$ cat src/rtl/chorus_pkg.sv
// Shared constants, FSM encoding and delay helpers for the chorus controller.
package chorus_pkg;

  localparam int unsigned DEF_MEM_WIDTH = 16;
  localparam int unsigned DEF_MEM_DEPTH = 16;
  localparam int unsigned DEF_RD_LAT    = 2;

  // Largest delay a buffer of 2^depth words can express.
  function automatic int unsigned eff_delay_sat(int unsigned depth);
    return (32'd1 << depth) - 32'd1;
  endfunction

  localparam int unsigned EFF_DELAY_SAT = eff_delay_sat(DEF_MEM_DEPTH);

  typedef enum logic [2:0] {
    IDLE  = 3'd0,
    ISSUE = 3'd1,
    WAIT  = 3'd2,
    MIX   = 3'd3,
    OUT   = 3'd4
  } state_e;

endpackage

$ cat src/rtl/chorus_if.sv
// Sample stream, control, status and delay-buffer port signals of the chorus controller.
interface chorus_if
  import chorus_pkg::*;
#(
  parameter int unsigned MEM_WIDTH = DEF_MEM_WIDTH,
  parameter int unsigned MEM_DEPTH = DEF_MEM_DEPTH
) ();

  logic signed [MEM_WIDTH-1:0] sample_in;
  logic                        sample_valid;
  logic                        enable;
  logic [MEM_DEPTH-1:0]        base_delay;
  logic [MEM_DEPTH-1:0]        mod_depth;
  logic [15:0]                 lfo_rate;
  logic                        wea;
  logic [MEM_DEPTH-1:0]        addra;
  logic [MEM_WIDTH-1:0]        dina;
  logic [MEM_DEPTH-1:0]        addrb;
  logic [MEM_WIDTH-1:0]        doutb;
  logic signed [MEM_WIDTH-1:0] sample_out;
  logic                        out_valid;
  logic                        busy;
  logic                        overrun;

  modport master (
    output sample_in, sample_valid, enable, base_delay, mod_depth, lfo_rate, doutb,
    input  wea, addra, dina, addrb, sample_out, out_valid, busy, overrun
  );

  modport slave (
    input  sample_in, sample_valid, enable, base_delay, mod_depth, lfo_rate, doutb,
    output wea, addra, dina, addrb, sample_out, out_valid, busy, overrun
  );

endinterface

$ cat src/rtl/chorus_lfo.sv
// Triangle LFO stepping once per lfo_rate accepted samples between 0 and mod_depth.
module chorus_lfo
  import chorus_pkg::*;
#(
  parameter int unsigned MEM_DEPTH = DEF_MEM_DEPTH
) (
  input  logic                 clk,
  input  logic                 reset,
  input  logic                 step_en,
  input  logic [MEM_DEPTH-1:0] mod_depth,
  input  logic [15:0]          lfo_rate,
  output logic [MEM_DEPTH-1:0] lfo_val
);

  logic [15:0]          samp_cnt_q, samp_cnt_d;
  logic [MEM_DEPTH-1:0] lfo_q, lfo_d;
  logic                 dir_up_q, dir_up_d;
  logic                 wrap;

  always_comb begin
    samp_cnt_d = samp_cnt_q;
    lfo_d      = lfo_q;
    dir_up_d   = dir_up_q;
    wrap       = 1'b0;
    if (step_en && (lfo_rate != 16'd0)) begin
      // >= keeps the counter from running away if lfo_rate shrinks below it
      if (samp_cnt_q >= (lfo_rate - 16'd1)) begin
        wrap       = 1'b1;
        samp_cnt_d = 16'd0;
      end else begin
        samp_cnt_d = samp_cnt_q + 16'd1;
      end
      if (mod_depth == '0) begin
        lfo_d    = '0;
        dir_up_d = 1'b1;
      end else if (lfo_q > mod_depth) begin
        lfo_d    = mod_depth;
        dir_up_d = 1'b0;
      end else if (wrap) begin
        if (dir_up_q) begin
          if (lfo_q == mod_depth) begin
            lfo_d    = lfo_q - MEM_DEPTH'(1);
            dir_up_d = 1'b0;
          end else begin
            lfo_d = lfo_q + MEM_DEPTH'(1);
          end
        end else begin
          if (lfo_q == '0) begin
            lfo_d    = lfo_q + MEM_DEPTH'(1);
            dir_up_d = 1'b1;
          end else begin
            lfo_d = lfo_q - MEM_DEPTH'(1);
          end
        end
      end
    end
  end

  always_ff @(posedge clk) begin
    if (reset) begin
      samp_cnt_q <= 16'd0;
      lfo_q      <= '0;
      dir_up_q   <= 1'b1;
    end else begin
      samp_cnt_q <= samp_cnt_d;
      lfo_q      <= lfo_d;
      dir_up_q   <= dir_up_d;
    end
  end

  assign lfo_val = lfo_q;

endmodule

$ cat src/rtl/chorus_controller.sv
// Chorus effect sequencer: writes each dry sample to the delay buffer, reads the
// modulated tap back after RD_LAT cycles and emits the averaged (or bypassed) sample.
module chorus_controller
  import chorus_pkg::*;
#(
  parameter int unsigned MEM_WIDTH = DEF_MEM_WIDTH,
  parameter int unsigned MEM_DEPTH = DEF_MEM_DEPTH,
  parameter int unsigned RD_LAT    = DEF_RD_LAT
) (
  input  logic    clk,
  input  logic    reset,
  chorus_if.slave bus
);

  localparam int unsigned          WAIT_W  = 8;
  localparam logic [MEM_DEPTH-1:0] DLY_SAT = MEM_DEPTH'(eff_delay_sat(MEM_DEPTH));

  state_e                      state_q, state_d;
  logic [WAIT_W-1:0]           wait_q, wait_d;
  logic [MEM_DEPTH-1:0]        wr_ptr_q, wr_ptr_d;
  logic [MEM_DEPTH-1:0]        fill_q, fill_d;
  logic [MEM_DEPTH-1:0]        addra_q, addra_d;
  logic [MEM_DEPTH-1:0]        addrb_q, addrb_d;
  logic signed [MEM_WIDTH-1:0] dry_q, dry_d;
  logic [MEM_WIDTH-1:0]        dina_q, dina_d;
  logic [MEM_WIDTH-1:0]        sample_out_q, sample_out_d;
  logic                        mix_en_q, mix_en_d;
  logic                        prime_q, prime_d;
  logic                        wea_q, wea_d;
  logic                        out_valid_q, out_valid_d;
  logic                        busy_q, busy_d;
  logic                        overrun_q, overrun_d;

  logic                        accept_c;
  logic [MEM_DEPTH-1:0]        lfo_val;
  logic [MEM_DEPTH:0]          dly_sum_c;
  logic [MEM_DEPTH-1:0]        eff_delay_c;
  logic [MEM_WIDTH-1:0]        wet_c;
  logic signed [MEM_WIDTH:0]   mix_sum_c;

  assign accept_c = (state_q == IDLE) && bus.sample_valid;

  chorus_lfo #(.MEM_DEPTH(MEM_DEPTH)) u_lfo (
    .clk       (clk),
    .reset     (reset),
    .step_en   (accept_c),
    .mod_depth (bus.mod_depth),
    .lfo_rate  (bus.lfo_rate),
    .lfo_val   (lfo_val)
  );

  // Effective delay saturates at the buffer size and never drops to 0 (read == write).
  always_comb begin
    dly_sum_c   = {1'b0, bus.base_delay} + {1'b0, lfo_val};
    eff_delay_c = dly_sum_c[MEM_DEPTH] ? DLY_SAT : dly_sum_c[MEM_DEPTH-1:0];
    if (eff_delay_c == '0) eff_delay_c = MEM_DEPTH'(1);
  end

  // Wet tap is muted while the buffer is not yet filled up to the delay.
  always_comb begin
    wet_c     = prime_q ? '0 : bus.doutb;
    mix_sum_c = $signed({dry_q[MEM_WIDTH-1], dry_q}) + $signed({wet_c[MEM_WIDTH-1], wet_c});
  end

  always_comb begin
    state_d      = state_q;
    wait_d       = wait_q;
    wr_ptr_d     = wr_ptr_q;
    fill_d       = fill_q;
    addra_d      = addra_q;
    addrb_d      = addrb_q;
    dry_d        = dry_q;
    dina_d       = dina_q;
    sample_out_d = sample_out_q;
    mix_en_d     = mix_en_q;
    prime_d      = prime_q;
    wea_d        = 1'b0;
    out_valid_d  = 1'b0;
    overrun_d    = overrun_q | (bus.sample_valid && (state_q != IDLE));
    case (state_q)
      IDLE: begin
        if (bus.sample_valid) begin
          state_d  = ISSUE;
          dry_d    = bus.sample_in;
          mix_en_d = bus.enable;
          prime_d  = (fill_q < eff_delay_c);
          if (fill_q != DLY_SAT) fill_d = fill_q + MEM_DEPTH'(1);
          wea_d    = 1'b1;
          addra_d  = wr_ptr_q;
          dina_d   = bus.sample_in;
          addrb_d  = wr_ptr_q - eff_delay_c;
        end
      end
      ISSUE: begin
        wr_ptr_d = wr_ptr_q + MEM_DEPTH'(1);
        wait_d   = '0;
        state_d  = (RD_LAT > 1) ? WAIT : MIX;
      end
      WAIT: begin
        wait_d = wait_q + WAIT_W'(1);
        if (wait_q == WAIT_W'(RD_LAT - 2)) state_d = MIX;
      end
      MIX: begin
        sample_out_d = mix_en_q ? mix_sum_c[MEM_WIDTH:1] : dry_q;
        out_valid_d  = 1'b1;
        state_d      = OUT;
      end
      OUT: begin
        state_d = IDLE;
      end
      default: begin
        state_d = IDLE;
      end
    endcase
    busy_d = (state_d != IDLE);
  end

  always_ff @(posedge clk) begin
    if (reset) begin
      state_q      <= IDLE;
      wait_q       <= '0;
      wr_ptr_q     <= '0;
      fill_q       <= '0;
      addra_q      <= '0;
      addrb_q      <= '0;
      dry_q        <= '0;
      dina_q       <= '0;
      sample_out_q <= '0;
      mix_en_q     <= 1'b0;
      prime_q      <= 1'b0;
      wea_q        <= 1'b0;
      out_valid_q  <= 1'b0;
      busy_q       <= 1'b0;
      overrun_q    <= 1'b0;
    end else begin
      state_q      <= state_d;
      wait_q       <= wait_d;
      wr_ptr_q     <= wr_ptr_d;
      fill_q       <= fill_d;
      addra_q      <= addra_d;
      addrb_q      <= addrb_d;
      dry_q        <= dry_d;
      dina_q       <= dina_d;
      sample_out_q <= sample_out_d;
      mix_en_q     <= mix_en_d;
      prime_q      <= prime_d;
      wea_q        <= wea_d;
      out_valid_q  <= out_valid_d;
      busy_q       <= busy_d;
      overrun_q    <= overrun_d;
    end
  end

  assign bus.wea        = wea_q;
  assign bus.addra      = addra_q;
  assign bus.dina       = dina_q;
  assign bus.addrb      = addrb_q;
  assign bus.sample_out = sample_out_q;
  assign bus.out_valid  = out_valid_q;
  assign bus.busy       = busy_q;
  assign bus.overrun    = overrun_q;

endmodule

$ cat src/flat_wrapper.sv
// flat-port wrapper written by rule: the top's interface ports become plain ports
module chorus_controller_flat import chorus_pkg::*;
#(
  parameter int unsigned MEM_WIDTH = DEF_MEM_WIDTH,
  parameter int unsigned MEM_DEPTH = DEF_MEM_DEPTH,
  parameter int unsigned RD_LAT    = DEF_RD_LAT
)
  (clk, reset, bus_sample_in, bus_sample_valid, bus_enable, bus_base_delay, bus_mod_depth, bus_lfo_rate, bus_doutb, bus_wea, bus_addra, bus_dina, bus_addrb, bus_sample_out, bus_out_valid, bus_busy, bus_overrun);
  chorus_if #(.MEM_WIDTH(MEM_WIDTH), .MEM_DEPTH(MEM_DEPTH)) bus_i ();
  input  logic clk;
  input  logic reset;
  input wire logic [$bits(bus_i.sample_in)-1:0] bus_sample_in;
  input wire logic [$bits(bus_i.sample_valid)-1:0] bus_sample_valid;
  input wire logic [$bits(bus_i.enable)-1:0] bus_enable;
  input wire logic [$bits(bus_i.base_delay)-1:0] bus_base_delay;
  input wire logic [$bits(bus_i.mod_depth)-1:0] bus_mod_depth;
  input wire logic [$bits(bus_i.lfo_rate)-1:0] bus_lfo_rate;
  input wire logic [$bits(bus_i.doutb)-1:0] bus_doutb;
  output wire logic [$bits(bus_i.wea)-1:0] bus_wea;
  output wire logic [$bits(bus_i.addra)-1:0] bus_addra;
  output wire logic [$bits(bus_i.dina)-1:0] bus_dina;
  output wire logic [$bits(bus_i.addrb)-1:0] bus_addrb;
  output wire logic [$bits(bus_i.sample_out)-1:0] bus_sample_out;
  output wire logic [$bits(bus_i.out_valid)-1:0] bus_out_valid;
  output wire logic [$bits(bus_i.busy)-1:0] bus_busy;
  output wire logic [$bits(bus_i.overrun)-1:0] bus_overrun;
  assign bus_i.sample_in = bus_sample_in;
  assign bus_i.sample_valid = bus_sample_valid;
  assign bus_i.enable = bus_enable;
  assign bus_i.base_delay = bus_base_delay;
  assign bus_i.mod_depth = bus_mod_depth;
  assign bus_i.lfo_rate = bus_lfo_rate;
  assign bus_i.doutb = bus_doutb;
  assign bus_wea = bus_i.wea;
  assign bus_addra = bus_i.addra;
  assign bus_dina = bus_i.dina;
  assign bus_addrb = bus_i.addrb;
  assign bus_sample_out = bus_i.sample_out;
  assign bus_out_valid = bus_i.out_valid;
  assign bus_busy = bus_i.busy;
  assign bus_overrun = bus_i.overrun;
  chorus_controller #(.MEM_WIDTH(MEM_WIDTH), .MEM_DEPTH(MEM_DEPTH), .RD_LAT(RD_LAT)) u_core (.clk(clk), .reset(reset), .bus(bus_i));
endmodule
$ cat config.mk
export PLATFORM = sky130hd
export DESIGN_NAME = chorus_controller_flat
export DESIGN_NICKNAME = d
export VERILOG_FILES = /design/src/rtl/chorus_pkg.sv /design/src/rtl/chorus_if.sv /design/src/rtl/chorus_lfo.sv /design/src/rtl/chorus_controller.sv /design/src/flat_wrapper.sv
export SDC_FILE = /design/constraint.sdc
export NUM_CORES = 1
export LEC_CHECK = 0
export ABC_AREA = 1
export CAP_MARGIN = 25
export CORE_MARGIN = 1
export CORE_UTILIZATION = 45
export DETAILED_ROUTE_END_ITERATION = 12
export PLACE_DENSITY_LB_ADDON = 0.15
export SYNTH_ARGS = -nofsm -noshare
export SYNTH_HDL_FRONTEND = slang
export SYNTH_SLANG_ARGS = --single-unit
export TNS_END_PERCENT = 50
$ cat constraint.sdc
create_clock -name clk -period 5.67 [get_ports clk]
set_input_delay 1.134 -clock clk [delete_from_list [all_inputs] [get_ports clk]]
set_output_delay 1.134 -clock clk [all_outputs]
set_load 0.03 [all_outputs]
==> metrics.txt <==
outcome finished, final reports clean; switch share 0.327; area grow syn2layout 22.4%; Antenna diodes 0; Most used DFF post-synth dfxtp_1; I/O pin cnt roughly 150; setup ws final about 0.73 ns; DR vias slightly above 10,000; number of synthesized flops with an enable pin 0; CTS sink count about 150; Cells after Synth ~1,500; synth top area cells dfxtp_1 (28%), ha_1 (12%), nand2_1 (9.5%); placed cell areas about 12,000 um2; Die Y between 150 and 200 um; leading area contributor after synthesis dfxtp_1; combinational share of power 0.222; Critical Path RT 6.00 ns; Ys Warns 0; Placement Setup Slack about 0.26 ns; Slew HR 0.346; # hold bufs at CTS 0; I/O Buffers around 150; met2 Usage GRT 0.420; Most Used Layer, Global Route met2; Layout Nets around 1,900; first-pass GRT wire length around 46 mm; Synth async-reset ratio 0; Iter 0 DRT Violations slightly below 600; WL/cell about 14 um; die width 155 um; post-synthesis sequential area ratio 0.278; largest net degree at the start of global routing 55; Congestion Overflow GR 0; Final setup viols 0; final clock skew 0.0176 ns; Worst Path Arrival around 5.3 ns; fmax approximately 200 MHz; clock group share of total power 0.387; initial antenna violation count 0; Clock Pin Slew Worst Setup and Hold Paths 0.07 ns; WL final ~28 mm; Synthesized Nets 1,729; fin. max-slew vios 0; total die area ~24,000 um2; GR Util met1 0.301; net switching power around 940 uW; Placed Cells 1,970; Final Instance Area 12,900 um2; Worst Setup End Kind register; worst min-delay path category reg -> reg; DP HPWL 21.2 mm; met3 GRT Util 0.0273; Core Box Area 22,800 um2; Worst setup SP type input pin; Setup CP Type in -> reg; CTS buffer count 17; vias in the first global route 9,724; measured slew at the worst slew-check pin 0.981 ns; Internal Power ~1.9 mW; power density over cell area around 220 nW/um2; ratio of cells with drive above 1 in the final layout 0.0568; post-route minimum period a little under 5 ns; Hold Fails Final Rpt 0; clk_lat worst skew around 0.43 ns; crit-path max FO 14; Clock Tree Root clkbuf_16; #FFs+latches synth ~150; CTS tree built; row count between 50 and 60; final cell count without fillers between 2,000 and 2,500; setup TNS 0 ns; Avg Cell Area, Syn 6.84 um2; DRC 0; Largest stage delay, worst path between 0.4 and 0.5 ns; Slowest cell on crit path fa_1; Post-Syn Area roughly 11,000 um2; gr usage total 0.237; first drt pass iteration count 5; DR vias/cell 5.13; unrepaired setup endpoints after global routing false; post-CTS resize count 0; Final ANT Viol Nets 0; sequential power share 0.392; initial core utilization 0.462; most used cell along the critical path nand2_1; Placer Congestion 0.875; Max Cap Viol 0; Period Utilization, post-route 0.871; Post-CTS Setup Bufs 0; Synth cell types 58; CTS max path bufs 2; Max VDD drop around 0.21 mV; Yosys top cell area share 0.278; H-tree Lvls 4; Leak around 5.7 nW
==> cells in the mapped netlist, types with 3 or more instances <==
master,count
nor3b_1,7
nand2_2,7
xor2_1,42
o21a_1,4
inv_2,10
a21boi_1,3
nand3_1,59
nor3_1,41
buf_2,9
nand4_1,21
or2_1,3
o21ai_1,14
a21oi_2,4
fa_1,3
o21bai_1,14
a211oi_1,9
nand2_1,267
nand2_4,3
clkbuf_1,32
a21oi_1,174
xnor2_1,17
a31oi_1,5
nand3_2,3
nor2_4,3
dfxtp_1,146
ha_1,104
nor2_2,7
nor4_1,9
nand3b_1,3
nor2_1,127
inv_1,223
o21ai_0,120
o22ai_1,9
==> through the flow <==
stage / power [mW] / util / hold slack [ns]
final: 2.86 / 0.565 / 0.467
after global routing: 2.99 / 0.565 / 0.487
after CTS: 2.88 / 0.565 / 0.472
after detailed placement: 1.77 / 0.541 / 0.462
after global placement: 1.77 / 0.540 / 0.452
after floorplan: 1.53 / - / 0.438
==> power by group through the flow <==
stage / Sequential, mW / Combinational, mW / Clock [mW]
after detailed placement: 1.14 / 0.633 / 0
after global routing: 1.13 / 0.701 / 1.16
after floorplan: 1.21 / 0.321 / 0
after global placement: 1.14 / 0.626 / 0
final: 1.12 / 0.634 / 1.10
after CTS: 1.12 / 0.637 / 1.12
==> metal layers <==
metal | wire length [um] | part of all wire | vias up
met5 | 0 | 0 | -
met4 | 470 | 0.017 | 0
met3 | 877 | 0.031 | 31
met2 | 13300 | 0.47 | 200
met1 | 13400 | 0.48 | 4649
li1 | - | - | 5400
==> path summary, 6_finish.rpt <==
path         cells after the start                         to  slack, ns                      start
max                             28       u_core.bus.addrb[15]       0.73          bus_base_delay[0]
max reg2reg                     26       u_core.bus.addrb[15]       1.43    u_core.u_lfo.lfo_val[0]
min                              2  u_core.bus.sample_out[13]       0.47  u_core.bus.sample_out[13]
min reg2reg                      2  u_core.bus.sample_out[13]       0.47  u_core.bus.sample_out[13]
==> flip-flops by register name, summed over array words and instances (netlist names) <==
| name | flops |
|---|---|
| u_core.fill_q | 16 |
| u_core.u_lfo.lfo_val | 16 |
| u_core.bus.wea | 1 |
| u_core.bus.sample_out | 16 |
| u_core.mix_en_q | 1 |
| u_core.bus.busy | 1 |
| u_core.bus.dina | 16 |
| u_core.prime_q | 1 |
| u_core.bus.overrun | 1 |
| u_core.bus.addra | 16 |
| u_core.u_lfo.samp_cnt_q | 16 |
| u_core.wait_q | 8 |
| u_core.state_q | 3 |
| u_core.wr_ptr_q | 16 |
| u_core.bus.addrb | 16 |
| u_core.bus.out_valid | 1 |
| u_core.u_lfo.dir_up_q | 1 |
==> worst max-delay path: cells and delay by family <==
family	cells	cell delay (ns)
AND/OR/NAND/NOR	14	1.43
AO/OA/AOI/OAI	7	1.11
adder cells (fa/ha/maj)	3	0.90
buffers and inverters	3	0.55
XOR/XNOR	1	0.14
==> kinds of logic (layout without fill, tap and decap cells) <==
| family | count (synthesis) | in the layout | synth area share |
|---|---|---|---|
| AND/OR/NAND/NOR | 571 | 571 | 0.243 |
| AO/OA/AOI/OAI | 377 | 377 | 0.198 |
| buffers and inverters | 277 | 428 | 0.101 |
| flip-flops | 146 | 146 | 0.278 |
| adder cells (fa/ha/maj) | 107 | 107 | 0.129 |
| XOR/XNOR | 59 | 59 | 0.0491 |
| multiplexers | 1 | 1 | 0.000952 |
==> layout make-up <==
class,instances,area (um2)
fillers,2210,9900
multi-input cells,1115,6530
flip-flops and latches,146,2920
repair buffers,162,1590
inverters,234,878
clock buffers,18,439
well taps,313,392
clock inverters,14,124
==> cells in the final DEF (no fill, tap or decap), types with 21 or more instances in the layout <==
| cell | instances |
|---|---|
| nand4_1 | 21 |
| nor3_1 | 41 |
| clkdlybuf4s50_1 | 150 |
| ha_1 | 104 |
| dfxtp_1 | 146 |
| a21oi_1 | 174 |
| nand2_1 | 267 |
| xor2_1 | 42 |
| nand3_1 | 59 |
| inv_1 | 222 |
| nor2_1 | 127 |
| o21ai_0 | 120 |
Power figures use the tool's default switching activity.
